`src/rtl/uart_pkg.sv`:
```
// rtl/uart_pkg.sv - shared UART constants and character type
//
// Purpose: character width, oversampling and frame constants shared by the
//          UART receiver, transmitter and receive FIFO.
// Ports:   none (package).
package uart_pkg;

   localparam int UART_DATA_BITS     = 8;
   localparam int UART_TICKS_PER_BIT = 16;
   localparam int UART_BITS_PER_CHAR = 10;

   typedef logic [UART_DATA_BITS-1:0] data_t;

endpackage

```
`src/rtl/uart_fifo_mem.sv`:
```
// rtl/uart_fifo_mem.sv - simple dual-port RAM for the UART receive FIFO
//
// Purpose: 2**ADDR_BITS x DATA_BITS storage, synchronous write, asynchronous
//          read, kept separate so FPGA flows can map it to distributed RAM.
// Ports:   clk      - system clock
//          wr_en    - write strobe
//          wr_addr  - write address
//          wr_data  - write data
//          rd_addr  - read address
//          rd_data  - read data (combinational from rd_addr)
module uart_fifo_mem
   import uart_pkg::*;
#(
   parameter int DATA_BITS = UART_DATA_BITS,
   parameter int ADDR_BITS = 4
) (
   input  logic                 clk,
   input  logic                 wr_en,
   input  logic [ADDR_BITS-1:0] wr_addr,
   input  logic [DATA_BITS-1:0] wr_data,
   input  logic [ADDR_BITS-1:0] rd_addr,
   output logic [DATA_BITS-1:0] rd_data
);

   logic [DATA_BITS-1:0] mem [2**ADDR_BITS];

   always_ff @(posedge clk) begin
      if (wr_en) begin
         mem[wr_addr] <= wr_data;
      end
   end

   assign rd_data = mem[rd_addr];

endmodule

```
`src/rtl/uart_rx_fifo.sv`:
```
// rtl/uart_rx_fifo.sv - first-word-fall-through receive FIFO behind the UART receiver
//
// Purpose: buffers received characters, exposes the head entry combinationally,
//          and reports full/empty/occupancy/almost-full/sticky-overflow status.
//          Define UART_RX_FIFO_TIMEOUT_EN to add the character-timeout flag.
// Ports:   clk, rst      - clock, synchronous active-high reset
//          bd_tick       - 16x baud tick (timeout feature only)
//          wr_en/wr_data - push strobe and character
//          rd_en/rd_data - pop strobe and head entry
//          empty, full, count, almost_full - occupancy status
//          overflow, overflow_clr - sticky dropped-push flag and its clear
//          rx_timeout    - character timeout (0 when feature is off)
module uart_rx_fifo
   import uart_pkg::*;
#(
   parameter int DATA_BITS     = UART_DATA_BITS,
   parameter int ADDR_BITS     = 4,
   parameter int AF_LEVEL      = 12,
   parameter int TIMEOUT_CHARS = 4
) (
   input  logic                 clk,
   input  logic                 rst,
   input  logic                 bd_tick,
   input  logic                 wr_en,
   input  logic [DATA_BITS-1:0] wr_data,
   input  logic                 rd_en,
   output logic [DATA_BITS-1:0] rd_data,
   output logic                 empty,
   output logic                 full,
   output logic [ADDR_BITS:0]   count,
   output logic                 almost_full,
   output logic                 overflow,
   input  logic                 overflow_clr,
   output logic                 rx_timeout
);

   localparam logic [ADDR_BITS:0] DEPTH_C = (ADDR_BITS+1)'(2**ADDR_BITS);
   localparam logic [ADDR_BITS:0] AF_C    = (ADDR_BITS+1)'(AF_LEVEL);

   logic [ADDR_BITS-1:0] wr_ptr;
   logic [ADDR_BITS-1:0] rd_ptr;
   logic [ADDR_BITS:0]   count_next;
   logic                 push;
   logic                 pop;
   logic                 drop;

   // A full FIFO still accepts a push when a pop frees the head slot in the
   // same cycle; full implies non-empty, so that pop is always accepted.
   always_comb begin
      pop  = rd_en & ~empty;
      push = wr_en & (~full | pop);
      drop = wr_en & ~push;
      count_next = count;
      if (push & ~pop) begin
         count_next = count + 1'b1;
      end else if (pop & ~push) begin
         count_next = count - 1'b1;
      end
   end

   always_ff @(posedge clk) begin
      if (rst) begin
         wr_ptr      <= '0;
         rd_ptr      <= '0;
         count       <= '0;
         empty       <= 1'b1;
         full        <= 1'b0;
         almost_full <= 1'b0;
         overflow    <= 1'b0;
      end else begin
         if (push) begin
            wr_ptr <= wr_ptr + 1'b1;
         end
         if (pop) begin
            rd_ptr <= rd_ptr + 1'b1;
         end
         count       <= count_next;
         empty       <= (count_next == '0);
         full        <= (count_next == DEPTH_C);
         almost_full <= (count_next >= AF_C);
         // A drop in the same cycle as a clear must leave the flag set.
         if (drop) begin
            overflow <= 1'b1;
         end else if (overflow_clr) begin
            overflow <= 1'b0;
         end
      end
   end

   uart_fifo_mem #(
      .DATA_BITS (DATA_BITS),
      .ADDR_BITS (ADDR_BITS)
   ) u_mem (
      .clk     (clk),
      .wr_en   (push),
      .wr_addr (wr_ptr),
      .wr_data (wr_data),
      .rd_addr (rd_ptr),
      .rd_data (rd_data)
   );

`ifdef UART_RX_FIFO_TIMEOUT_EN
   localparam int TIMEOUT_TICKS = TIMEOUT_CHARS * UART_BITS_PER_CHAR * UART_TICKS_PER_BIT;
   localparam int IDLE_W        = $clog2(TIMEOUT_TICKS + 1);
   localparam logic [IDLE_W-1:0] IDLE_MAX = IDLE_W'(TIMEOUT_TICKS);

   logic [IDLE_W-1:0] idle_cnt;
   logic [IDLE_W-1:0] idle_next;

   // Idle time only accumulates while data sits untouched in the FIFO;
   // the counter saturates at the timeout threshold.
   always_comb begin
      idle_next = idle_cnt;
      if (push | pop | empty) begin
         idle_next = '0;
      end else if (bd_tick && (idle_cnt != IDLE_MAX)) begin
         idle_next = idle_cnt + 1'b1;
      end
   end

   always_ff @(posedge clk) begin
      if (rst) begin
         idle_cnt   <= '0;
         rx_timeout <= 1'b0;
      end else begin
         idle_cnt <= idle_next;
         if (pop) begin
            rx_timeout <= 1'b0;
         end else if (~empty && (idle_next == IDLE_MAX)) begin
            rx_timeout <= 1'b1;
         end
      end
   end
`else
   logic unused_timeout;
   assign unused_timeout = bd_tick | (TIMEOUT_CHARS == 0);
   assign rx_timeout     = 1'b0;
`endif

endmodule
```
`config.mk`:
```
export PLATFORM = sky130hd
export DESIGN_NAME = uart_rx_fifo
export DESIGN_NICKNAME = d
export VERILOG_FILES = /design/src/rtl/uart_pkg.sv /design/src/rtl/uart_fifo_mem.sv /design/src/rtl/uart_rx_fifo.sv
export SDC_FILE = /design/constraint.sdc
export NUM_CORES = 1
export LEC_CHECK = 0
export ABC_AREA = 1
export CAP_MARGIN = 20
export CORE_ASPECT_RATIO = 1.75
export CORE_UTILIZATION = 36
export CTS_BUF_LIST = sky130_fd_sc_hd__clkbuf_8
export DETAILED_ROUTE_END_ITERATION = 6
export GPL_ROUTABILITY_DRIVEN = 0
export PLACE_DENSITY = 0.59
export SLEW_MARGIN = 15
export SYNTH_ARGS = -nofsm -noshare
export SYNTH_HDL_FRONTEND = slang
export SYNTH_SLANG_ARGS = --single-unit
export TNS_END_PERCENT = 5
```
`constraint.sdc`:
```
create_clock -name clk -period 4.6 [get_ports clk]
set_input_delay 1.38 -clock clk [delete_from_list [all_inputs] [get_ports clk]]
set_output_delay 1.38 -clock clk [all_outputs]
set_load 0.005 [all_outputs]
```
==> results.md, run 1 <==
- Result of the run: complete, no violations
- Worst reg2reg setup slack: 2.60 ns
- Post-synthesis async set-or-reset flop share: 0
- CP Data Required Time: 3.22 ns
- Core region area: 16500 um2
- Proportion of layout cells with a drive suffix above 1: 0.0756
- Mean Syn Cell Area: 11.5 um2
- Initial antenna violation count: 0
- Cell chain of the critical path: buf_4 > o21ai_0 > o211ai_1 > nand3_1 > nand2_1 > clkdlybuf4s50_1
- Number of setup violations in the final report: 0
- Count of final max-slew check failures: 0
- Num CTS Buffers: 17
- Initial cell density of the core: 0.369
- Crit path DAT: 2.73 ns
- Startpoint type of the worst setup path: flop
- FMAX: 0.243 GHz
- Routed vias/inst: 5.03
- Total die area: 17500 um2
- Height of the die: 174 um
- Buffers inserted during post-CTS setup optimization: 0
- Detail Placement HPWL: 8840 um
- Source-to-sink clock delay at the later pin of the worst-skew pair: 0.44 ns
- Area of combinational cells with multiple inputs: 1600 um2
- Critical register-to-register path startpoint: empty$_SDFF_PP1_
- Number of maximum-capacitance constraint violations: 0
- Buffer levels on the longest clock path: 2
- Post-synth EDFFs: 128
- Setup repair after global routing missed its margin: false
- Critical Path Max Stage Delay: 0.50 ns
- Crit path max fanout: 64
- Number of instances in the synthesized netlist: 530
- # clock sinks: 149
- Floorplan die width: 100 um
- Power density over the cells: 420 nW/um2
- Overflow after GRT: 0
- Global-route wire length before repair: 21300 um
- Worst hold path startpoint: rd_ptr[3]$_SDFFE_PP0P_
- Setup Skew: 0.0129 ns
- Vias in the first global route: 4011
- Maximum number of pins on one net before global-route repair: 65
- Antenna cell count: 0
- Port Buf Inserts: 29
- Final routed wirelength across all metal layers: 13700 um
- Critical path's slowest cell: sky130_fd_sc_hd__clkdlybuf4s50_1
- Slew margin rel.: 0.458
- Average wire per standard cell: 17.2 um
- WHS: 0.467 ns
- Worst hold-check path type: reg -> reg
- Worst reg2reg endpoint: u_mem.mem[8][3]$_DFFE_PP_
- Count of warnings emitted by yosys: 0
- Clock tree from TritonCTS: done
- ANT nets after route: 0
- Part of the cycle the worst path needs: 0.894
- Nets: 577
- Number of levels the H-tree was split into: 4
- Actual slew at the worst max-slew pin: 0.811 ns
- Flip-flop cell with the highest count after synthesis: sky130_fd_sc_hd__edfxtp_1
- CTS clk-pin slew, worst paths: 0.09 ns
- Synthesized flop and latch total: 149
- Cell depth of the worst flop-to-flop path: 5
- Endpoint of the worst hold path: rd_ptr[3]$_SDFFE_PP0P_
- Root buffer cell: sky130_fd_sc_hd__clkbuf_8
- Post-cts resize count: 0
- Total DRC errors in the routed layout: 0
- Iteration count of the initial detailed-routing pass: 7
- Total routing resource utilization after global routing: 0.168
- Site row count: 62
- Number of distinct library cells after synthesis: 25
- Area growth from synthesis to layout: 14.0%
- Endpoint class of the critical path: output port
- Final-layout fill cell count: 1529
- Mapped Area: 6100 um2
- Sequential cell area: 4270 um2
- Number of cells on the worst hold path: 1
- Number of design-rule violations left by the first detailed-router iteration: 270
- Syn nets: 551
- Number of hold violations in the final report: 0
- Critical path type: reg -> out
- Number of buffers inserted by hold repair at cts: 0
- Portion of the post-synthesis area used by sequential elements: 0.699
- VDD IR max: 226 uV
- Overall via count from detail_route: 3985
- Ports placed on the boundary: 32
- Post-route minimum period: 4.11 ns
- Leakage component of the power: 2.30 nW
- Setup TNS: 0 ns
## where the power goes
| part | internal, mW | switching, mW | total, mW | leakage [nW] |
|---|---|---|---|---|
| logic | 0.177 | 0.274 | 0.451 | 0.781 |
| clock network | 0.397 | 0.537 | 0.934 | 0.188 |
| registers | 1.50 | 0.0360 | 1.54 | 1.33 |
| total | 2.07 | 0.847 | 2.92 | 2.30 |
## metal layers
| metal | vias to the layer above | routed length, um | GRT usage |
|---|---|---|---|
| met4 | 0 | 769 | 0.113 |
| met2 | 126 | 7440 | 0.298 |
| met5 | - | 0 | 0 |
| met1 | 1909 | 4960 | 0.177 |
| met3 | 29 | 503 | 0.0334 |
| li1 | 1921 | - | - |
## final cells by class
cell class	instances	share of cell area
clock buffer	17	0.0337
clock inverter	15	0.0196
inverter	26	0.0144
multi-input combinational	329	0.231
sequential	149	0.614
tap	224	0.0403
timing repair buffer	33	0.0479
## metrics by stage
| stage | setup WS (ns) | std cells | area (um2) | total power [mW] | util |
|---|---|---|---|---|---|
| 2_1_floorplan | 1.95 | 530 | 6100 | 1.84 | - |
| 3_3_place_gp | 1.02 | 761 | 6580 | 2.01 | 0.398 |
| 3_5_place_dp | 0.978 | 761 | 6580 | 2.02 | 0.398 |
| 4_1_cts | 0.486 | 793 | 6950 | 2.95 | 0.421 |
| 5_1_grt | 0.350 | 793 | 6950 | 3.05 | 0.421 |
| 6_report | 0.487 | 793 | 6950 | 2.92 | 0.421 |
## worst max-delay path, delay by kind of cell, from the launching register on
family                 cells  cell delay, ns
AOI/OAI and AO/OA          2            0.64
buffers and inverters      2            0.99
DFF                        1            0.36
and+or+nand+nor            2            0.30
## logic make-up after synthesis
group	synth area share
AO/OA/AOI/OAI	0.115
other	0.000615
adder cells (fa/ha/maj)	0.0144
flip-flops	0.699
AND/OR/NAND/NOR	0.129
buffers and inverters	0.0378
XOR/XNOR	0.00431
## how the worst max path moves through the flow
stage	from	end	slack, ns
3_5_place_dp	rd_en	u_mem.mem[8][6]$_DFFE_PP_	0.98
3_3_place_gp	flop	rd_data[5]	1.02
2_1_floorplan	rd_en	u_mem.mem[11][0]$_DFFE_PP_	1.95
4_1_cts	flop	rd_data[4]	0.49
5_1_grt	flop	rd_data[5]	0.35
6_report	flop	rd_data[4]	0.49
## cells in the mapped netlist (2+ instances only)
master,count,area (um2)
sky130_fd_sc_hd__edfxtp_1,128,3840
sky130_fd_sc_hd__nor2_1,124,465
sky130_fd_sc_hd__o21ai_0,77,385
sky130_fd_sc_hd__nand2_1,43,161
sky130_fd_sc_hd__o211ai_1,32,240
sky130_fd_sc_hd__inv_1,24,90.1
sky130_fd_sc_hd__dfxtp_1,21,420
sky130_fd_sc_hd__nand3_1,20,100
sky130_fd_sc_hd__clkbuf_1,13,48.8
sky130_fd_sc_hd__a21oi_1,12,60.1
sky130_fd_sc_hd__buf_2,8,40.0
sky130_fd_sc_hd__ha_1,7,87.6
sky130_fd_sc_hd__buf_4,4,30.0
sky130_fd_sc_hd__o21ai_1,3,15.0
sky130_fd_sc_hd__nand2_2,2,12.5
sky130_fd_sc_hd__nor3_1,2,10.0
sky130_fd_sc_hd__xnor2_1,2,17.5
## sequential cells by signal (all words and copies together), names as in the netlist, named ones only
signal,flops
almost_full,1
overflow,1
u_mem.mem,128
empty,1
count,5
full,1
wr_ptr,4
rd_ptr,4
## cell usage in the layout, fill, tap and decap left out, types with 2 or more instances in the layout
cell type,n
sky130_fd_sc_hd__o21ai_0,77
sky130_fd_sc_hd__xnor2_1,2
sky130_fd_sc_hd__ha_1,7
sky130_fd_sc_hd__dfxtp_2,2
sky130_fd_sc_hd__dfxtp_1,19
sky130_fd_sc_hd__nand2_2,2
sky130_fd_sc_hd__o211ai_1,32
sky130_fd_sc_hd__clkbuf_8,17
sky130_fd_sc_hd__clkdlybuf4s50_1,29
sky130_fd_sc_hd__clkinv_4,4
sky130_fd_sc_hd__nand3_1,20
sky130_fd_sc_hd__edfxtp_1,128
sky130_fd_sc_hd__nand2_1,43
sky130_fd_sc_hd__o21ai_1,3
sky130_fd_sc_hd__a21oi_1,12
sky130_fd_sc_hd__inv_1,25
sky130_fd_sc_hd__buf_4,3
sky130_fd_sc_hd__nor3_1,2
sky130_fd_sc_hd__inv_8,5
sky130_fd_sc_hd__clkinvlp_4,2
sky130_fd_sc_hd__nor2_1,124
sky130_fd_sc_hd__inv_6,3
(Power assumes the default switching activity.)
==> run 2: changes to the inputs <==
- CORE_ASPECT_RATIO: 1.75 -> unset
- SYNTH_HIERARCHICAL: unset -> 1
==> results.md, run 2 <==
- Post-synthesis async set-or-reset flop share: 0
- Buffers inserted during post-CTS setup optimization: 0
- Crit path DAT: 2.62 ns
- Portion of the post-synthesis area used by sequential elements: 0.641
- # clock sinks: 145
- Buffer levels on the longest clock path: 2
- Final Util: 0.420
- Final-layout fill cell count: 1663
- Mean Syn Cell Area: 9.70 um2
- CP Data Required Time: 3.22 ns
- Number of instances in the synthesized netlist: 673
- Endpoint class of the critical path: output port
- Setup Skew: 0.0138 ns
- Power density over the cells: 402 nW/um2
- Int Pwr: 2.16 mW
- Post-route minimum period: 4.00 ns
- Total DRC errors in the routed layout: 0
- Num CTS Buffers: 17
- Number of distinct library cells after synthesis: 30
- Post-synth EDFFs: 128
- Switching component of the power: 786 uW
- Worst reg2reg setup slack: 2.39 ns
- Routed vias/inst: 4.75
- Total die area: 18700 um2
- Proportion of layout cells with a drive suffix above 1: 0.0674
- Result of the run: complete, no violations
- Library cell occupying the most area in the post-synthesis netlist: sky130_fd_sc_hd__edfxtp_1
- Floorplan die width: 137 um
- Critical path type: reg -> out
- Endpoint of the worst hold path: overflow$_SDFFE_PP0P_
- Port Buf Inserts: 29
- Initial cell density of the core: 0.373
- Total routing resource utilization after global routing: 0.168
- Proportion of power drawn by the clock network: 0.332
- Post-route non-filler standard cell count: 937
- FMAX: 0.250 GHz
- Most common library cell in the layout ignoring fill and taps: sky130_fd_sc_hd__nand2_1
- Clock tree from TritonCTS: done
- Crit path max fanout: 42
- Proportion of netlist area held by the largest area contributor: 0.589
- Maximum number of pins on one net before global-route repair: 68
- Number of hold violations in the final report: 0
- Antenna cell count: 0
- Ports placed on the boundary: 32
- Share of power burned in registers: 0.505
- Global-route wire length before repair: 22600 um
- Area growth from synthesis to layout: 12.4%
- Post-cts resize count: 0
- Syn nets: 691
- Commonest cells post-synth: sky130_fd_sc_hd__nand2_1, sky130_fd_sc_hd__edfxtp_1, sky130_fd_sc_hd__inv_1, sky130_fd_sc_hd__nand3_1, sky130_fd_sc_hd__nor2_1
- Flip-flop cell with the highest count after synthesis: sky130_fd_sc_hd__edfxtp_1
- Mapped Area: 6530 um2
- Top cells by area, synth: sky130_fd_sc_hd__edfxtp_1, sky130_fd_sc_hd__nand2_1, sky130_fd_sc_hd__nand3_1
- Slew margin rel.: 0.410
- Average wire per standard cell: 15.5 um
- Max reg flops: 128
- Most frequent cells in the layout: sky130_fd_sc_hd__nand2_1, sky130_fd_sc_hd__edfxtp_1, sky130_fd_sc_hd__inv_1
- Cell depth of the worst flop-to-flop path: 5
- Setup TNS: 0 ns
- Overflow after GRT: 0
- Iteration count of the initial detailed-routing pass: 7
- Sw frac: 0.266
- CTS clk-pin slew, worst paths: 0.08 ns
- Site row count: 48
- Number of cells on the worst hold path: 2
- Number of buffers inserted by hold repair at cts: 0
- WHS: 0.473 ns
- Final non-filler cell area: 7340 um2
- Source-to-sink clock delay at the later pin of the worst-skew pair: 0.44 ns
- Most frequently used cell type in the post-synthesis netlist: sky130_fd_sc_hd__nand2_1
- Detail Placement HPWL: 8960 um
- Synthesized flop and latch total: 145
- Worst hold path startpoint: overflow$_SDFFE_PP0P_
- Final routed wirelength across all metal layers: 14500 um
- Count of warnings emitted by yosys: 6
- Registers with the highest flip-flop counts: u_mem/mem x128, count x5
- Nets: 717
- Placed insts: 905
- Startpoint type of the worst setup path: flop
- Setup repair after global routing missed its margin: false
- Count of final max-slew check failures: 0
- Overall via count from detail_route: 4449
- Vias in the first global route: 4270
- Height of the die: 137 um
- VDD IR max: 223 uV
- Number of maximum-capacitance constraint violations: 0
- Worst reg2reg endpoint: u_mem/mem[9][3]$_DFFE_PP_
- ANT nets after route: 0
- Leakage component of the power: 3.07 nW
- Part of the cycle the worst path needs: 0.870
- Number of setup violations in the final report: 0
- Root buffer cell: sky130_fd_sc_hd__clkbuf_8
- Actual slew at the worst max-slew pin: 0.882 ns
- Register with the most flip-flops: u_mem/mem
- Area after detailed placement: 6960 um2
- Number of design-rule violations left by the first detailed-router iteration: 283
- Power share of the combinational group: 0.163
- Critical register-to-register path startpoint: empty$_SDFF_PP1_
- Worst hold-check path type: reg -> reg
- Core region area: 17500 um2
- Initial antenna violation count: 0
- Number of levels the H-tree was split into: 4
==> run 2: cell count changes after synthesis, moves of 4 or more <==
| cell | before | now |
|---|---|---|
| sky130_fd_sc_hd__buf_2 | 8 | 14 |
| sky130_fd_sc_hd__dfxtp_1 | 21 | 17 |
| sky130_fd_sc_hd__buf_6 | 1 | 6 |
| sky130_fd_sc_hd__nand3_1 | 20 | 106 |
| sky130_fd_sc_hd__nor2_1 | 124 | 30 |
| sky130_fd_sc_hd__inv_1 | 24 | 118 |
| sky130_fd_sc_hd__o211ai_1 | 32 | 0 |
| sky130_fd_sc_hd__nand2_1 | 43 | 201 |
| sky130_fd_sc_hd__o21ai_0 | 77 | 4 |
| sky130_fd_sc_hd__clkbuf_1 | 13 | 1 |
==> run 2: power groups by stage <==
stage / clock network, mW / registers [mW] / logic, mW
global placement: 0 / 1.52 / 0.473
detailed placement: 0 / 1.52 / 0.481
global route: 1.05 / 1.49 / 0.544
finish: 0.981 / 1.49 / 0.481
floorplan: 0 / 1.51 / 0.329
CTS: 1.00 / 1.49 / 0.484
==> run 2: cell type report <==
cell class              instances  area [um2]  share of cell area
inverters                     123         463              0.0631
well taps                     225         282              0.0384
multi-input cells             378        1700               0.231
repair buffers                 34         328              0.0447
flip-flops and latches        145        4190               0.570
clock buffers                  17         234              0.0319
clock inverters                15         149              0.0203
==> run 2: critical path: stages (launching register included) <==
cell and delay [ns]:
sky130_fd_sc_hd__dfxtp_2 0.33, sky130_fd_sc_hd__inv_2 0.55, sky130_fd_sc_hd__buf_4 0.31, sky130_fd_sc_hd__nand2_1 0.07, sky130_fd_sc_hd__nand2_1 0.06, sky130_fd_sc_hd__nand2_1 0.05
sky130_fd_sc_hd__nand3_1 0.09, sky130_fd_sc_hd__nand3_1 0.12, sky130_fd_sc_hd__nand2_1 0.09, sky130_fd_sc_hd__clkdlybuf4s50_1 0.50
==> run 2: per-stage QoR <==
stage                     worst slack [ns]  power [mW]
after global routing                 0.396        3.09
after CTS                            0.548        2.97
final                                0.596        2.95
after global placement               0.894        1.99
after floorplan                       1.89        1.84
after detailed placement             0.819        2.00
==> run 2: cells by family (layout without fill, tap and decap cells) <==
family,Yosys count,count (layout),share of synthesized area
AOI/OAI and AO/OA,19,19,0.0151
DFF,145,145,0.641
xor gates and xnor gates,3,3,0.00403
adders and majority gates,4,4,0.00767
and+or+nand+nor,351,351,0.233
other,1,1,0.000574
buffers and inverters,150,189,0.0989
==> run 2: worst max path at each step <==
| stage | end | slack [ns] | from |
|---|---|---|---|
| after floorplan | u_mem/mem[12][0]$_DFFE_PP_ | 1.89 | rd_en |
| after global placement | u_mem/mem[9][7]$_DFFE_PP_ | 0.89 | rd_en |
| after detailed placement | u_mem/mem[9][0]$_DFFE_PP_ | 0.82 | rd_en |
| after CTS | rd_data[3] | 0.55 | rd_ptr[0]$_SDFFE_PP0P_ |
| after global routing | rd_data[7] | 0.40 | rd_ptr[0]$_SDFFE_PP0P_ |
| final | rd_data[3] | 0.60 | rd_ptr[0]$_SDFFE_PP0P_ |
==> run 2: per-layer routing <==
metal	wire (um)	part of all wire	up-vias	GRT usage
met5	0	0	-	0
met4	300	0.021	0	0.0704
met3	675	0.047	17	0.0326
met2	6930	0.48	117	0.274
met1	6580	0.45	2110	0.217
li1	-	-	2205	-
